$ cat src/rtl/mem_pkg.sv
// Shared encodings, FSM state and request record for the data-memory port.
package mem_pkg;
  localparam logic [1:0] LEN_B = 2'b00;
  localparam logic [1:0] LEN_H = 2'b01;
  localparam logic [1:0] LEN_W = 2'b10;

  // Lane geometry inside a 32-bit RAM word
  localparam int BYTE_W = 8;
  localparam int HALF_W = 16;

  typedef enum logic [1:0] {IDLE, RD_WAIT, MERGE, DONE} state_t;

  // Access attributes latched in IDLE and replayed for the rest of the transaction
  typedef struct packed {
    logic       wr;
    logic       sgn;
    logic [1:0] len;
    logic [1:0] off;
  } req_t;

  // Encoding 11 behaves as a word access
  function automatic logic is_word(input logic [1:0] len);
    return len[1];
  endfunction

  function automatic logic misaligned(input logic [1:0] len, input logic [1:0] off);
    return ((len == LEN_H) && off[0]) || (is_word(len) && (off != 2'b00));
  endfunction
endpackage

$ cat src/rtl/load_align.sv
// Combinational lane select plus sign/zero extension of a loaded RAM word.
module load_align
  import mem_pkg::*;
#(
  parameter int DATA_W = 32
) (
  input  logic [DATA_W-1:0] word,
  input  logic [1:0]        off,
  input  logic [1:0]        len,
  input  logic              sign,
  output logic [DATA_W-1:0] data
);
  logic [BYTE_W-1:0] b;
  logic [HALF_W-1:0] h;

  always_comb begin
    b    = word[{off, 3'b000} +: BYTE_W];
    h    = word[{off[1], 4'b0000} +: HALF_W];
    data = word;
    if (len == LEN_B)      data = {{(DATA_W-BYTE_W){sign & b[BYTE_W-1]}}, b};
    else if (len == LEN_H) data = {{(DATA_W-HALF_W){sign & h[HALF_W-1]}}, h};
  end
endmodule

$ cat src/rtl/data_mem_port.sv
// Multi-cycle load/store responder: stalls the pipeline, aligns loads,
// read-modify-writes sub-word stores and traps misaligned accesses.
module data_mem_port
  import mem_pkg::*;
#(
  parameter int DATA_W = 32,
  parameter int ADDR_W = 14
) (
  input  logic              clk,
  input  logic              rst_n,
  input  logic              mem_read,
  input  logic              mem_write,
  input  logic              sign,
  input  logic [1:0]        length,
  input  logic [DATA_W-1:0] addr,
  input  logic [DATA_W-1:0] wdata,
  output logic              stall,
  output logic              done,
  output logic [DATA_W-1:0] rdata,
  output logic              misalign,
  output logic              ram_en,
  output logic              ram_we,
  output logic [ADDR_W-1:0] ram_addr,
  output logic [DATA_W-1:0] ram_wdata,
  input  logic [DATA_W-1:0] ram_rdata
);
  state_t            state, nstate;
  req_t              r_q;
  logic [ADDR_W-1:0] wa_q;
  logic [DATA_W-1:0] wd_q;
  logic              mis_q;
  logic              req, mis_in;
  logic [DATA_W-1:0] ld_data, merged;
  logic              unused_addr;

  assign req         = mem_read | mem_write;
  assign mis_in      = misaligned(length, addr[1:0]);
  assign unused_addr = ^addr[DATA_W-1:ADDR_W+2];

  load_align #(.DATA_W(DATA_W)) u_align (
    .word (ram_rdata),
    .off  (r_q.off),
    .len  (r_q.len),
    .sign (r_q.sgn),
    .data (ld_data)
  );

  // Old word from the IDLE read, with the addressed lane overwritten
  always_comb begin
    merged = ram_rdata;
    if (r_q.len == LEN_B) merged[{r_q.off, 3'b000} +: BYTE_W]    = wd_q[BYTE_W-1:0];
    else                  merged[{r_q.off[1], 4'b0000} +: HALF_W] = wd_q[HALF_W-1:0];
  end

  always_comb begin
    nstate    = state;
    ram_en    = 1'b0;
    ram_we    = 1'b0;
    ram_addr  = wa_q;
    ram_wdata = wd_q;
    case (state)
      IDLE: begin
        ram_addr  = addr[ADDR_W+1:2];
        ram_wdata = wdata;
        if (req) begin
          if (mis_in) begin
            nstate = DONE;
          end else begin
            ram_en = 1'b1;
            ram_we = mem_write & is_word(length);
            nstate = (mem_write & is_word(length)) ? DONE : RD_WAIT;
          end
        end
      end
      RD_WAIT: nstate = r_q.wr ? MERGE : DONE;
      MERGE: begin
        ram_en    = 1'b1;
        ram_we    = 1'b1;
        ram_wdata = merged;
        nstate    = DONE;
      end
      DONE:    nstate = IDLE;
      default: nstate = IDLE;
    endcase
    // RAM strobes must be dead the instant reset asserts
    if (!rst_n) begin
      ram_en = 1'b0;
      ram_we = 1'b0;
    end
  end

  always_ff @(posedge clk or negedge rst_n) begin
    if (!rst_n) begin
      state <= IDLE;
      r_q   <= '0;
      wa_q  <= '0;
      wd_q  <= '0;
      mis_q <= 1'b0;
      rdata <= '0;
    end else begin
      state <= nstate;
      if (state == IDLE && req) begin
        r_q   <= '{wr: mem_write, sgn: sign, len: length, off: addr[1:0]};
        wa_q  <= addr[ADDR_W+1:2];
        wd_q  <= wdata;
        mis_q <= mis_in;
        if (mis_in) rdata <= '0;
      end
      if (state == RD_WAIT && !r_q.wr) rdata <= ld_data;
    end
  end

  assign done     = (state == DONE);
  assign misalign = done & mis_q;
  assign stall    = rst_n & req & (state != DONE);
endmodule

$ cat config.mk
export PLATFORM = sky130hd
export DESIGN_NAME = data_mem_port
export DESIGN_NICKNAME = d
export VERILOG_FILES = /design/src/rtl/mem_pkg.sv /design/src/rtl/load_align.sv /design/src/rtl/data_mem_port.sv
export SDC_FILE = /design/constraint.sdc
export NUM_CORES = 1
export LEC_CHECK = 0
export ABC_AREA = 0
export CORE_AREA = 2 2 154 156
export CTS_BUF_LIST = sky130_fd_sc_hd__clkbuf_4
export CTS_CLUSTER_SIZE = 28
export DETAILED_ROUTE_END_ITERATION = 10
export DIE_AREA = 0 0 156 158
export SETUP_SLACK_MARGIN = 0.5
export SYNTH_ARGS = -nofsm -noshare
export SYNTH_HDL_FRONTEND = slang
export SYNTH_SLANG_ARGS = --single-unit
$ cat constraint.sdc
create_clock -name clk -period 3 [get_ports clk]
set_input_delay 0.6 -clock clk [delete_from_list [all_inputs] [get_ports clk]]
set_output_delay 0.6 -clock clk [all_outputs]
set_load 0.03 [all_outputs]
After elaboration in Yosys (flattened, before gate mapping):

Cells that the tools add are included.

* input bits: 103
* logic and storage cells: 66
* output and inout port bits: 83
* register bits after elaboration: 87

* bitwise gates (word level): 7
* reduce and logical (&&, ||, !) cells: 12
* muxes and demuxes: 23
* add/subtract/negate cells: 2
* shifts and indexed selects: 6
* equal/unequal tests: 7

Operators with widths (count)
* $mux W32: 6
* $bwmux W32: 2
* $pmux W32 S2: 1
* $shift A16 B7 Y32 const A: 1
* $shift A8 B7 Y32 const A: 1
* $shiftx A16 B7 Y32: 1
* $shiftx A32 B6 Y16: 1
* $shiftx A32 B6 Y8: 1
* $shiftx A8 B7 Y32: 1
* $mux W14: 1
* $neg A5 Y7: 2
* $pmux W2 S4: 1
* $mux W1: 7
* $and A1 B1 Y1: 6
* $eq A2 B1 Y1 const B: 3
* $mux W2: 3
* $reduce_bool A2 Y1: 3
* $eq A2 B2 Y1 const B: 2
* $logic_and A1 B1 Y1: 4
* $logic_not A2 Y1: 2
* $ne A2 B2 Y1 const B: 2
* $pmux W1 S2: 2
* $reduce_and A2 Y1: 1
* $logic_not A1 Y1: 1
* other kinds (2): 2

Depth between registers and ports, before layout:

Gate-level depths: netlist of run 1.

* depth in word-level cells: 7
* mapped depth: 9
* gate-level depth less buffers: 6

Hierarchy:

Synthesis of run 1 repeated with hierarchy kept, for this count alone.

* cell total of the unflattened synthesis: 634
* area, all modules: 6078.3 um^2

By module, submodules not included
* data_mem_port: cells each 499, times used 1, area an instance 5138.7 um^2, sequential area each 2177.1 um^2
* load_align: cells each 135, times used 1, area an instance 939.7 um^2, sequential area each 0.0 um^2

Least setup slack after synthesis of run 1:

OpenSTA, ideal clock, no wires.

* kind: reg2out
* start point: register r_q[1] in the netlist's numbering
* end point: output ram_wdata[16]
* data required time: 2.400 ns
* slack: -0.257 ns
* stages on the path, launching flop included: 10
* buffers on the path: 3
* arrival: 2.657 ns
* path through: dfrtp_1 -> buf_4 -> buf_4 -> buf_6 -> inv_1 -> ha_1 -> nand2_1 -> nor3_1 -> a221oi_1 -> o21ai_0

* longest elaborated chain between the ends: 5
* elaborated cells between the ends (all ways): 10
* classes of those cells: add/sub: 2; shift: 4; mux: 4

RTL lines
* start: declaration: line data_mem_port.sv:28 `req_t r_q;`
* start signal: assignment: line data_mem_port.sv:103 `r_q <= '{wr: mem_write, sgn: sign, len: length, off: addr[1:0]};`
* $neg A5 Y7, on equally long branches: line data_mem_port.sv:52, data_mem_port.sv:51
* $shiftx A16 B7 Y32 (tied with other cells): line data_mem_port.sv:52 `else merged[{r_q.off[1], 4'b0000} +: HALF_W] = wd_q[HALF_W-1:0];`
* $bwmux W32, on equally long branches: line data_mem_port.sv:52, data_mem_port.sv:51
* $mux W32 (*): line data_mem_port.sv:51 `if (r_q.len == LEN_B) merged[{r_q.off, 3'b000} +: BYTE_W] = wd_q[BYTE_W-1:0];`
* $pmux W32 S2 (*): line data_mem_port.sv:61 `case (state)`
* end: declaration: line data_mem_port.sv:24 `output logic [DATA_W-1:0] ram_wdata,`

Every way passes the cells marked *; elsewhere a longest branch is shown, timed or not.

Final worst setup path of run 1:

* start point: register r_q[0] in the netlist's numbering
* end point: output ram_wdata[1]

* longest elaborated chain between the ends: 5
* elaborated cells between the ends (all ways): 6
* classes of those cells: add/sub: 1; shift: 2; mux: 3

RTL lines (line)
* $neg A5 Y7 (*): data_mem_port.sv:51
* $shiftx A8 B7 Y32 or $shift A8 B7 Y32 (tied branches): data_mem_port.sv:51
* $bwmux W32 (*): data_mem_port.sv:51
* $mux W32 (*): data_mem_port.sv:51
* $pmux W32 S2 (*): data_mem_port.sv:61

Marked as above.

==> results.md, run 1 <==
* Total leakage power at around 3.9 nW
* Longest Clk Path Bufs at 2
* Async set-or-reset flop fraction in the synthesized netlist at 1.00
* WL final at 22.9 mm
* Run status: completed
* Top Layer Used: met5
* Cell mode on critical path: sky130_fd_sc_hd__buf_12
* Filler Cell Count at 2245
* Rel. slew slack at 0.496
* Worst setup EP type: primary output
* DRC marker count from the first detailed-route iteration at about 380
* Number of levels in the clock H-tree at 3
* Amount of wire on met3 after detailed routing at between 1.5 and 2 mm
* CP Cell Sequence: clkinvlp_4 -> ha_4 -> buf_4 -> nor3_4 -> buf_12 -> a221oi_1 -> o21ai_2 -> buf_12
* Vias in the first global route at around 5500
* Fraction of layout cells with a size suffix above 1 at 0.310
* Post-route worst setup slack at 0.0108 ns
* Final total power at about 12 mW
* Most instantiated library cell after synthesis: sky130_fd_sc_hd__nand2_1
* Chip height at roughly 160 um
* Clock period minus worst slack at approximately 3 ns
* Slowest Stage Delay on Critical Path at between 0.4 and 0.5 ns
* Critical path type: flop to primary output
* Overall via count from detail_route at around 5800
* Area share of the largest cell type after synthesis at 0.387
* Drt wl/cell at 20.0 um
* Synthesis-to-finish area growth at 59.2%
* Antenna-violating nets left at 0
* Final Max Slew Viols at 0
* TritonCTS clock tree: done
* Final net count at around 960
* Width of the die at 156 um
* Top-level port count at roughly 190
* Root buffer cell: sky130_fd_sc_hd__clkbuf_4
* Count of state elements after synthesis at 87
* Slew of the pin with the lowest slew margin at around 0.76 ns
* Maximum resistive drop on vdd at ~870 uV
* Post-synth top area cell: sky130_fd_sc_hd__dfrtp_1
* Kind of start point of the critical path: flop
* Setup clock skew after layout at 0.0267 ns
* Period utilisation layout at 0.996
* Commonest cells post-synth: 189 x sky130_fd_sc_hd__nand2_1, 87 x sky130_fd_sc_hd__dfrtp_1, 60 x sky130_fd_sc_hd__o21ai_0
* WP buf/inv at 4
* Required time at the worst-slack endpoint at 2.40 ns
* Hold buffers post-CTS at 0
* Total core area at 23100 um^2
* Number of hold violations in the final report at 0
* Cells after synthesis at about 660
* Clk sink count at 87
* Main area contributors after synthesis: sky130_fd_sc_hd__dfrtp_1 39%, sky130_fd_sc_hd__nand2_1 13%, sky130_fd_sc_hd__mux2_2 9.2%
* Mean instance size in the synthesized netlist at about 8.5 um^2
* Number of distinct library cell variants in the gate-level netlist after synthesis at around 40
* Count of unresolved DRC violations after routing at 0
* Crit path max fanout at 8
* Largest delay contributor family on the critical path: buffers and inverters
* RSZ-0062 raised after global routing: true
* Synth Flop Type: sky130_fd_sc_hd__dfrtp_1
* Total global routing track utilization at 0.182
* Port Buffer Count at ~170
* Final Cell Area at about 9000 um^2
* Yosys warnings at 0
* Num rows at 56
* Placed Instance Area at 8190 um^2
* Number of antenna violations at the first check in global routing at 3
* Detailed-route vias per instance at about 5.1
* Total half-perimeter wirelength after legalization and detailed placement at 15.9 mm
* Met1 wire length at ~9.6 mm
* Routability cong. at about 0.84
* Net Count, Synth at 770
* Number of optimization iterations in the first detailed-route pass at 5
* Cell with the largest stage delay on the worst path: sky130_fd_sc_hd__dfrtp_1
* Synth Cell Area at 5630 um^2
* Maximum number of pins on one net before global-route repair at 56
* Count of maximum capacitance violations at 0
* Hold crit path type: primary input to async pin
* DR WL met2 at ~11 mm
* CTS buffer count at 9
* Maximum clock rate at roughly 330 MHz
* DP Worst Slack at roughly 0.38 ns
* Data arrival time of the critical path at 2.39 ns
* Sequential area share after synthesis at 0.387
* Global-route wire length before repair at 33.7 mm
* Clock latency on the worst-skew pair at approximately 0.5 ns
* Remaining global-route overflow at 0
* Die footprint at ~25000 um^2
* Effective utilization at floorplan at 0.244
* Clock-pin slew on the worst setup and hold paths at approximately 0.17 ns
* Number of enable flip-flop cells after synthesis at 0
* Power per standard cell area at between 1000 and 1500 nW/um^2
* Final setup vio count at 0
==> placed cells by master, fill, tap and decap left out, types with 10 or more instances in the layout <==
master | synthesis | layout
sky130_fd_sc_hd__a221oi_2 | 0 | 21
sky130_fd_sc_hd__a22oi_1 | 32 | 32
sky130_fd_sc_hd__buf_12 | 0 | 32
sky130_fd_sc_hd__buf_4 | 4 | 47
sky130_fd_sc_hd__buf_6 | 2 | 33
sky130_fd_sc_hd__clkdlybuf4s50_1 | 0 | 117
sky130_fd_sc_hd__dfrtp_1 | 87 | 86
sky130_fd_sc_hd__mux2_2 | 46 | 32
sky130_fd_sc_hd__mux2_4 | 0 | 14
sky130_fd_sc_hd__mux2i_1 | 16 | 16
sky130_fd_sc_hd__nand2_1 | 189 | 187
sky130_fd_sc_hd__nand3_1 | 15 | 15
sky130_fd_sc_hd__nor2_1 | 12 | 10
sky130_fd_sc_hd__nor2b_1 | 19 | 17
sky130_fd_sc_hd__o21ai_0 | 60 | 37
sky130_fd_sc_hd__o21ai_2 | 0 | 32
sky130_fd_sc_hd__o2bb2ai_1 | 16 | 16
==> repair_timing <==
item                       in CTS  in global routing
gates resized for setup       128                 43
setup buffers                  17                 14
gates cloned                    2                  0
setup endpoints to repair      50                 49
pin swaps                       6                 16
==> registers in the layout, summed over array words and instances (netlist names) <==
signal	cells
mis_q	1
rdata	32
wd_q	32
r_q	6
state	2
wa_q	14
==> report_power, final <==
| part | leakage [nW] | switching [mW] | internal, mW |
|---|---|---|---|
| registers | 1.09 | 0.481 | 1.70 |
| logic | 2.70 | 4.86 | 4.20 |
| clock network | 0.0621 | 0.474 | 0.170 |
==> logic make-up (layout without fill, tap and decap cells) <==
group | after synthesis | after routing | synth area share
buffers and inverters | 65 | 259 | 0.0516
DFF | 87 | 87 | 0.387
muxes | 62 | 62 | 0.121
adders and majority gates | 9 | 9 | 0.0200
other | 0 | 2 | 0
and+or+nand+nor | 250 | 250 | 0.191
AOI/OAI and AO/OA | 185 | 185 | 0.230
==> final cells by class <==
| class | instances | area (um^2) | area share |
|---|---|---|---|
| multi-input combinational | 506 | 3630 | 0.405 |
| timing repair buffer | 233 | 2610 | 0.292 |
| sequential | 87 | 2180 | 0.243 |
| tap | 290 | 363 | 0.0405 |
| clock buffer | 9 | 67.6 | 0.00755 |
| inverter | 10 | 52.6 | 0.00587 |
| clock inverter | 7 | 47.5 | 0.00531 |
| antenna | 2 | 5.00 | 0.000559 |
==> layer usage <==
metal	track usage	vias up
li1	-	2737
met3	0.0479	32
met2	0.305	242
met5	0	-
met4	0.0476	2
met1	0.232	2815
==> final timing paths <==
kind	endpoint	from	depth (start not counted)	slack, ns
max	ram_wdata[1]	r_q[0]	8	0.01
min	wd_q[22]	rst_n	2	0.17
max reg2reg	rdata[24]	r_q[0]	8	0.79
min reg2reg	wd_q[16]	wd_q[16]	2	0.50
max in group asynchronous	rdata[12]	rst_n	2	2.21
min in group clk	wd_q[16]	wd_q[16]	2	0.50
==> metrics by stage <==
step | TNS (ns) | instances | hold WS, ns | utilization
4_1_cts | 0 | 1128 | 0.159 | 0.375
2_1_floorplan | 0 | 658 | 0.304 | -
5_1_grt | -1.04 | 1143 | 0.184 | 0.388
3_5_place_dp | 0 | 1093 | 0.462 | 0.355
3_3_place_gp | 0 | 1093 | 0.457 | 0.355
6_report | 0 | 1144 | 0.170 | 0.388
Note: power is estimated with default switching activity, not from simulation.
==> run 2, diff against run 1 <==
--- a/config.mk
+++ b/config.mk
@@ -12,6 +12,7 @@
 export DETAILED_ROUTE_END_ITERATION = 10
 export DIE_AREA = 0 0 156 158
 export SETUP_SLACK_MARGIN = 0.5
+export SLEW_MARGIN = 30
 export SYNTH_ARGS = -nofsm -noshare
 export SYNTH_HDL_FRONTEND = slang
 export SYNTH_SLANG_ARGS = --single-unit
==> results of run 2 <==
Same layout as run 1: the final DEF is identical, and so are final timing and power.
